===== config.mk =====
export PLATFORM = sky130hd
export DESIGN_NAME = discrete_values_loader
export DESIGN_NICKNAME = d
export VERILOG_FILES = /design/src/rtl/discrete_values_loader.sv
export SDC_FILE = /design/constraint.sdc
export NUM_CORES = 1
export LEC_CHECK = 0
export CORE_ASPECT_RATIO = 1.75
export CORE_UTILIZATION = 56
export CTS_CLUSTER_SIZE = 28
export DETAILED_ROUTE_END_ITERATION = 6
export PLACE_DENSITY = 0.85
export SLEW_MARGIN = 20
export SYNTH_ARGS = -nofsm -noshare
export SYNTH_HDL_FRONTEND = slang
export SYNTH_SLANG_ARGS = --single-unit

===== constraint.sdc =====
create_clock -name clk -period 5.05 [get_ports clk]
set_input_delay 0.505 -clock clk [delete_from_list [all_inputs] [get_ports clk]]
set_output_delay 0.505 -clock clk [all_outputs]
set_load 0.02 [all_outputs]

===== src/rtl/discrete_values_loader.sv =====
// discrete_values_loader
// Turns one packet per variable (index, choice count, then start/end pairs)
// into writes of the discrete-values range table. It also writes the
// per-variable choice count. Pairs given with start > end are stored in
// ascending order, and that event is remembered in a sticky error flag.
module discrete_values_loader #(
  parameter int MAX_BIT_WIDTH_OF_INTEGER_VARIABLE = 8,
  parameter int MAX_BIT_WIDTH_OF_VARIABLES_INDEX  = 8,
  parameter int MAX_BIT_WIDTH_OF_DISCRETE_CHOICES = 4,
  localparam int W = MAX_BIT_WIDTH_OF_INTEGER_VARIABLE,
  localparam int V = MAX_BIT_WIDTH_OF_VARIABLES_INDEX,
  localparam int C = MAX_BIT_WIDTH_OF_DISCRETE_CHOICES
) (
  input  logic           clk,
  input  logic           reset_n,
  input  logic [W-1:0]   in_data,
  input  logic           in_valid,
  output logic           out_ready,
  input  logic           in_abort,
  output logic           out_wr_en,
  output logic [V+C-1:0] out_wr_addr,
  output logic [2*W-1:0] out_wr_data,
  output logic           out_count_wr_en,
  output logic [V-1:0]   out_count_var,
  output logic [C:0]     out_count_value,
  output logic           out_done,
  output logic           out_error
);

  typedef enum logic [2:0] {
    S_IDLE,
    S_COUNT,
    S_START,
    S_END,
    S_DONE
  } state_t;

  localparam logic [C-1:0] CNT_ONE = C'(1);
  localparam logic [C:0]   VAL_ONE = (C+1)'(1);

  // Puts a (start, end) pair into ascending order for the table entry.
  function automatic logic [2*W-1:0] order_pair(input logic [W-1:0] lo_word,
                                                input logic [W-1:0] hi_word);
    if (lo_word > hi_word) begin
      order_pair = {hi_word, lo_word};
    end else begin
      order_pair = {lo_word, hi_word};
    end
  endfunction

  // Choice count reported to the randomizer: last index + 1, widened so a
  // full set of 2^C choices does not wrap to zero.
  function automatic logic [C:0] choice_count(input logic [C-1:0] last_idx);
    choice_count = {1'b0, last_idx} + VAL_ONE;
  endfunction

  // Control state
  state_t         state_q, state_d;
  logic [C-1:0]   cnt_q, cnt_d;

  // Packet fields captured from the stream
  logic [V-1:0]   var_q;
  logic [C-1:0]   last_q;
  logic [W-1:0]   start_q;
  logic           var_ld, last_ld, start_ld;

  // Registered outputs
  logic           wr_en_q, wr_en_d;
  logic [V+C-1:0] wr_addr_q, wr_addr_d;
  logic [2*W-1:0] wr_data_q, wr_data_d;
  logic           cnt_wr_en_q, cnt_wr_en_d;
  logic [V-1:0]   count_var_q, count_var_d;
  logic [C:0]     count_value_q, count_value_d;
  logic           done_q, done_d;
  logic           error_q, error_d;

  // Ready is low during the single DONE cycle, and while reset is held.
  assign out_ready = reset_n && (state_q != S_DONE);

  // Next-state, table-write and count-write decisions for each stream word.
  always_comb begin
    state_d       = state_q;
    cnt_d         = cnt_q;
    var_ld        = 1'b0;
    last_ld       = 1'b0;
    start_ld      = 1'b0;
    wr_en_d       = 1'b0;
    wr_addr_d     = wr_addr_q;
    wr_data_d     = wr_data_q;
    cnt_wr_en_d   = 1'b0;
    count_var_d   = count_var_q;
    count_value_d = count_value_q;
    done_d        = 1'b0;
    error_d       = error_q;

    if (in_abort) begin
      // Abort beats any accept in the same cycle; the partial packet is dropped.
      state_d = S_IDLE;
    end else begin
      case (state_q)
        S_IDLE: begin
          if (in_valid) begin
            var_ld  = 1'b1;
            state_d = S_COUNT;
          end
        end
        S_COUNT: begin
          if (in_valid) begin
            last_ld = 1'b1;
            cnt_d   = '0;
            state_d = S_START;
          end
        end
        S_START: begin
          if (in_valid) begin
            start_ld = 1'b1;
            state_d  = S_END;
          end
        end
        S_END: begin
          if (in_valid) begin
            wr_en_d   = 1'b1;
            wr_addr_d = {var_q, cnt_q};
            wr_data_d = order_pair(start_q, in_data);
            if (start_q > in_data) begin
              error_d = 1'b1;
            end
            if (cnt_q == last_q) begin
              cnt_wr_en_d   = 1'b1;
              count_var_d   = var_q;
              count_value_d = choice_count(last_q);
              done_d        = 1'b1;
              state_d       = S_DONE;
            end else begin
              cnt_d   = cnt_q + CNT_ONE;
              state_d = S_START;
            end
          end
        end
        S_DONE: begin
          state_d = S_IDLE;
        end
        default: begin
          state_d = S_IDLE;
        end
      endcase
    end
  end

  // State, choice counter and all visible outputs; cleared by reset at any time.
  always_ff @(posedge clk or negedge reset_n) begin
    if (!reset_n) begin
      state_q       <= S_IDLE;
      cnt_q         <= '0;
      wr_en_q       <= 1'b0;
      wr_addr_q     <= '0;
      wr_data_q     <= '0;
      cnt_wr_en_q   <= 1'b0;
      count_var_q   <= '0;
      count_value_q <= '0;
      done_q        <= 1'b0;
      error_q       <= 1'b0;
    end else begin
      state_q       <= state_d;
      cnt_q         <= cnt_d;
      wr_en_q       <= wr_en_d;
      wr_addr_q     <= wr_addr_d;
      wr_data_q     <= wr_data_d;
      cnt_wr_en_q   <= cnt_wr_en_d;
      count_var_q   <= count_var_d;
      count_value_q <= count_value_d;
      done_q        <= done_d;
      error_q       <= error_d;
    end
  end

  // Packet field capture; these are always reloaded before use, so no reset.
  always_ff @(posedge clk) begin
    if (var_ld) begin
      var_q <= in_data[V-1:0];
    end
    if (last_ld) begin
      last_q <= in_data[C-1:0];
    end
    if (start_ld) begin
      start_q <= in_data;
    end
  end

  assign out_wr_en       = wr_en_q;
  assign out_wr_addr     = wr_addr_q;
  assign out_wr_data     = wr_data_q;
  assign out_count_wr_en = cnt_wr_en_q;
  assign out_count_var   = count_var_q;
  assign out_count_value = count_value_q;
  assign out_done        = done_q;
  assign out_error       = error_q;

endmodule


==> results.tsv, run 1 <==
metric	value	unit
status	complete, no violations	
tns	0	ps
r2r-start	start_q[7]$_DFFE_PP_	
syn_inst	252	
r2r_end	out_wr_data[0]$_DFFE_PN0P_	
wl	6140	µm
irDropWorstVdd	251	µV
synth_ff_type	dfrtp_1	
hold_viol	0	
p_per_area	382	nW/µm²
cts_htree_levels	3	
die_width	58.4	µm
post_cts_resize_count	0	
io_buffers	57	
cp.depth	8	
drive_gt1_frac	0.159	
drv_slew	0	
cts_setup_buffers	0	
finalClockSkew	7.02	ps
viasPerCell	5.66	
wl_met3	256	µm
grt_pass1_vias	2085	
tightest_slew	968	ps
drt-pass1-iter-count	5	
die_y	101	µm
slew_headroom	0.353	
n_antenna_cell	0	
worst-path-max-fanout	17	
layout_common_cells	clkdlybuf4s50_1 (56), dfrtp_1 (51), nor2_1 (22)	
numCtsBuffers	9	
max_freq	0.357	GHz
gp_congestion	0.920	
layout_commonest_cell	clkdlybuf4s50_1	
synth_warnings	0	
antenna_found_initial	0	
clock-sinks	71	
slowest_delay	760	ps
finalCritPeriodShare	0.555	
syn_nets	274	
grt_usage	0.232	
min_period	2800	ps
async_flop_share	0.718	
num_rows	35	
crit_chain	clkdlybuf4s50_1 > inv_1 > ha_1 > nand4_1 > nor2_1 > nor2b_1 > o21ai_0 > a31oi_1	
rrSetupSlack	2610	ps
start_kind	input port	
clkSlewWorstSetupHoldPaths	70	ps
worst-path-buf-inv	2	
yosysSeqAreaShare	0.601	
critPathCaptureType	flip-flop	
highest_layer	met4	
yosysUniqueCellTypes	36	
clock_latency	330	ps
synth_edf_count	20	
hp-class	input port to asynchronous set/reset pin	
syn-cell-area	3120	µm²
tritoncts	built	
critical_path_class	input port to flip-flop	
cp_top_family	simple AND/OR/NAND/NOR gates	
area_growth	26.9	%
finalPower	1.52	mW
wl_met1	2420	µm
synth_seq_cells	71	
cts_root_buf	clkbuf_8	
crit_arrival	3050	ps
finalSetupViolations	0	
wl_per_cell	15.8	µm
endpoint	out_wr_data[0]$_DFFE_PN0P_	
max_cap_violations	0	
nNetsFinal	331	
coreArea	5300	µm²
p_leak	1.69	nW
grt_max_degree	53	
syn_avg_cell_area	12.4	µm²
critPathSlowestCell	nor2b_1	
hpwl	4240	µm
drtIter0Drc	95	
worstPathRequired	5300	ps
nFillCells	345	
overflow	0	
route.vias.total	2195	
hold_buffers	0	
fin_util	0.748	
start_util	0.589	
grt_setup_unrepaired	false	
grt_pass1_wl	10200	µm
r2r_cells	6	
drcViolationCount	0	
cp-startpoint	in_data[7]	
ant_nets	0	
dieArea	5890	µm²
num_io_pins	58	
cts_max_path_buffers	2	
wl_met2	3370	µm
-- per-layer routing --
layer / vias up / track usage
met3: 9 / 0.0539
met4: 0 / 0.0861
met2: 82 / 0.382
met1: 1089 / 0.297
met5: - / 0
li1: 1015 / -
-- state kept, by name, summed over array words and instances (netlist names) --
signal / count
out_wr_data: 16
out_wr_addr: 12
out_count_var: 8
start_q: 8
var_q: 8
out_count_value: 5
cnt_q: 4
last_q: 4
state_q: 3
out_done: 1
out_error: 1
out_wr_en: 1
-- power breakdown --
group          switching, mW  total (mW)  internal [mW]
registers             0.0419       0.698          0.656
logic                  0.161       0.312          0.151
clock network          0.201       0.506          0.304
total                  0.404        1.52           1.11
-- worst register-to-register path: stages (launching register included) --
cell and delay, ps:
edfxtp_1 410, ha_1 330, nand4_1 220, nor2_1 130, nor2b_1 760, o21ai_0 250, a31oi_1 240
-- Yosys cell counts (2+ instances only) --
master,number,share of area
nand2b_1,2,0.0040
dfrtp_1,51,0.41
nand2_1,4,0.0048
a31oi_1,16,0.032
inv_1,11,0.013
and2_1,2,0.0040
nand4_1,2,0.0040
o21ai_0,18,0.029
nor2_1,23,0.028
xnor2_1,3,0.0084
nor2b_1,2,0.0040
buf_2,6,0.0096
ha_1,10,0.040
clkbuf_1,5,0.0060
o21ai_1,2,0.0032
nand3_1,20,0.032
nor3_1,4,0.0064
xor2_1,5,0.014
mux2_2,17,0.061
edfxtp_1,20,0.19
mux2_4,8,0.038
a21oi_1,7,0.011
-- cells by family (layout without fill, tap and decap cells) --
kind of cell             after synthesis  count (layout)  share of synthesized area
buffers and inverters                 25              87                     0.0413
adder cells (fa/ha/maj)               10              10                     0.0401
AND/OR/NAND/NOR                       63              63                      0.101
multiplexers                          26              26                      0.103
XOR/XNOR                               8               8                     0.0224
AO/OA/AOI/OAI                         49              49                     0.0914
flip-flops                            71              71                      0.601
-- layout make-up --
type	instances	area, µm²	share of cell area
Clock buffer	11	151	0.0382
Timing Repair Buffer	60	588	0.148
Inverter	11	41.3	0.0104
Sequential cell	71	1880	0.474
Multi-Input combinational cell	156	1130	0.286
Clock inverter	5	80.1	0.0202
Tap cell	74	92.6	0.0234
-- per-stage QoR --
step / hold WS (ps) / std cells / cell area [µm²] / setup WS [ps]
2_1_floorplan: 209 / 252 / 3120 / 3100
3_3_place_gp: 456 / 372 / 3720 / 2030
3_5_place_dp: 460 / 372 / 3720 / 1970
4_1_cts: 285 / 388 / 3950 / 2310
5_1_grt: 318 / 388 / 3960 / 1950
6_report: 270 / 388 / 3960 / 2250
-- worst min-delay path by stage --
stage	depth (start not counted)	from	endpoint
3_3_place_gp	1	out_error$_DFFE_PN0P_	out_error$_DFFE_PN0P_
2_1_floorplan	0	reset_n	cnt_q[0]$_DFFE_PN0P_
6_report	2	reset_n	state_q[0]$_DFFE_PN0P_
4_1_cts	2	reset_n	out_wr_addr[0]$_DFFE_PN0P_
5_1_grt	2	reset_n	out_wr_addr[0]$_DFFE_PN0P_
3_5_place_dp	1	out_error$_DFFE_PN0P_	out_error$_DFFE_PN0P_
Note: power is estimated with default switching activity, not from simulation.
==> run 2: changes to the inputs <==
Settings changed: CORE_UTILIZATION 56 to 52, PLACE_DENSITY 0.85 to 0.8.
Clock period 5.05 ns to 2.6 ns, I/O delays scaled along.
==> results.tsv, run 2 (synthesis results as in run 1) <==
metric	value	unit	change
status	complete, no violations		
route.vias.total	2222		+1.2%
hold_viol	0		unchanged
drtIter0Drc	93		-2.1%
max_cap_violations	0		unchanged
n_antenna_cell	0		unchanged
drv_slew	0		unchanged
num_io_pins	58		unchanged
p_leak	1.76	nW	+4.0%
drcViolationCount	0		unchanged
start_kind	input port		
ant_nets	0		unchanged
worst-path-max-fanout	17		unchanged
largest_register_ff_count	16		unchanged
cts_max_path_buffers	2		unchanged
die_width	60.6	µm	+3.6%
die_y	105	µm	+3.7%
irDropWorstVdd	470	µV	+88%
intPower	2.18	mW	+96%
gp_congestion	0.854		-7.2%
r2r-start	start_q[7]$_DFFE_PP_		
grt_pass1_wl	10800	µm	+5.3%
cts_root_buf	clkbuf_8		
hp-class	input port to asynchronous set/reset pin		
critical_path_class	input port to flip-flop		
dieArea	6330	µm²	+7.5%
clock-sinks	71		unchanged
finalClockSkew	9.50	ps	+2.48 ps
worstPathRequired	2860	ps	-2440 ps
clock_latency	340	ps	about the same
grt_max_degree	52		-1.9%
drive_gt1_frac	0.190		+0.0304
layout_common_cells	clkdlybuf4s50_1 (56), dfrtp_1 (51), nor2_1 (22)		
p_sw_frac	0.275		+0.00859
hpwl	4570	µm	+7.8%
finalPower	3.01	mW	+98%
pwr-share-comb	0.207		about the same
finalCritPeriodShare	0.914		
hold_slack	88.8	ps	-181 ps
start_util	0.535		-0.0540
wl	6450	µm	+5.0%
tightest_slew	888	ps	-80.2 ps
coreArea	5830	µm²	+10%
min_period	2380	ps	
crit_arrival	2640	ps	-410 ps
drt-pass1-iter-count	5		unchanged
viasPerCell	5.49		-3.0%
grt_usage	0.234		+0.00139
cts_setup_buffers	0		unchanged
clkPwrFrac	0.341		+0.007
p_per_area	738	nW/µm²	+93%
critPathCaptureType	flip-flop		
overflow	0		unchanged
layout_commonest_cell	clkdlybuf4s50_1		
grt_pass1_vias	2202		+5.6%
max_freq	0.421	GHz	
r2r_cells	6		unchanged
grt_setup_unrepaired	false		
area_growth	30.7	%	
seq_power_share	0.452		-0.009
finalSetupViolations	0		unchanged
tritoncts	built		
clkSlewWorstSetupHoldPaths	80	ps	about the same
nNetsFinal	344		+3.9%
slew_headroom	0.407		+0.0537
rrSetupSlack	300	ps	-2310 ps
numCtsBuffers	9		unchanged
antenna_found_initial	0		unchanged
p_sw	0.828	mW	+100%
io_buffers	57		unchanged
fin_util	0.699		-0.0485
r2r_end	out_wr_data[8]$_DFFE_PN0P_		
num_rows	37		+5.7%
cts_htree_levels	3		unchanged
wl_per_cell	15.9	µm	+0.62%
run 2: how the worst max path moves through the flow:
stage / startpoint / endpoint / slack (ps) / cells past startpoint
2_1_floorplan: start_q[7]$_DFFE_PP_ / out_wr_data[10]$_DFFE_PN0P_ / 800 / 7
3_3_place_gp: in_data[7] / out_wr_data[8]$_DFFE_PN0P_ / -30 / 8
3_5_place_dp: in_data[7] / out_wr_data[11]$_DFFE_PN0P_ / -150 / 8
4_1_cts: in_data[7] / out_wr_data[8]$_DFFE_PN0P_ / 200 / 8
5_1_grt: in_data[7] / out_wr_data[15]$_DFFE_PN0P_ / 5 / 8
6_report: in_data[7] / out_wr_data[8]$_DFFE_PN0P_ / 220 / 8
run 2: per-layer routing:
layer  vias up  share of wire  global-route usage
met5         -              0                   0
met4         0          0.028               0.119
met3        16          0.036              0.0535
met2        81           0.55               0.378
met1      1083           0.38               0.281
li1       1042              -                   -
run 2: final cells by class:
type | count | area [µm²]
inverters | 11 | 41.3
multi-input cells | 156 | 1130
fillers | 442 | 1750
clock inverters | 6 | 90.1
clock buffers | 10 | 149
well taps | 78 | 97.6
repair buffers | 73 | 698
flip-flops and latches | 71 | 1880
run 2: what timing repair did:
item / CTS / global route
gates resized for setup: 0 / 1
setup endpoints to repair: 0 / 15
hold buffers: 0 / 0
run 2: through the flow:
stage               TNS, ps  cell area, µm²  worst slack, ps  std cells
finish                    0            4080              223        405
global route              0            4080             4.82        405
CTS                       0            4080              201        405
detailed placement    -1670            3840             -153        389
global placement      -39.2            3840            -27.8        389
floorplan                 0            3120              797        252
run 2: critical path: stages:
cell and delay [ps]:
clkdlybuf4s50_1 560, inv_1 60, ha_1 320, nand4_1 180, nor2_1 120, a211oi_2 710, o21ai_0 220, a31oi_1 210
run 2: power groups by stage:
stage / registers [mW] / logic (mW) / clock network, mW
global placement: 1.38 / 0.608 / 0
floorplan: 1.50 / 0.173 / 0
global route: 1.38 / 0.668 / 1.09
finish: 1.36 / 0.621 / 1.03
CTS: 1.36 / 0.627 / 1.04
detailed placement: 1.38 / 0.622 / 0
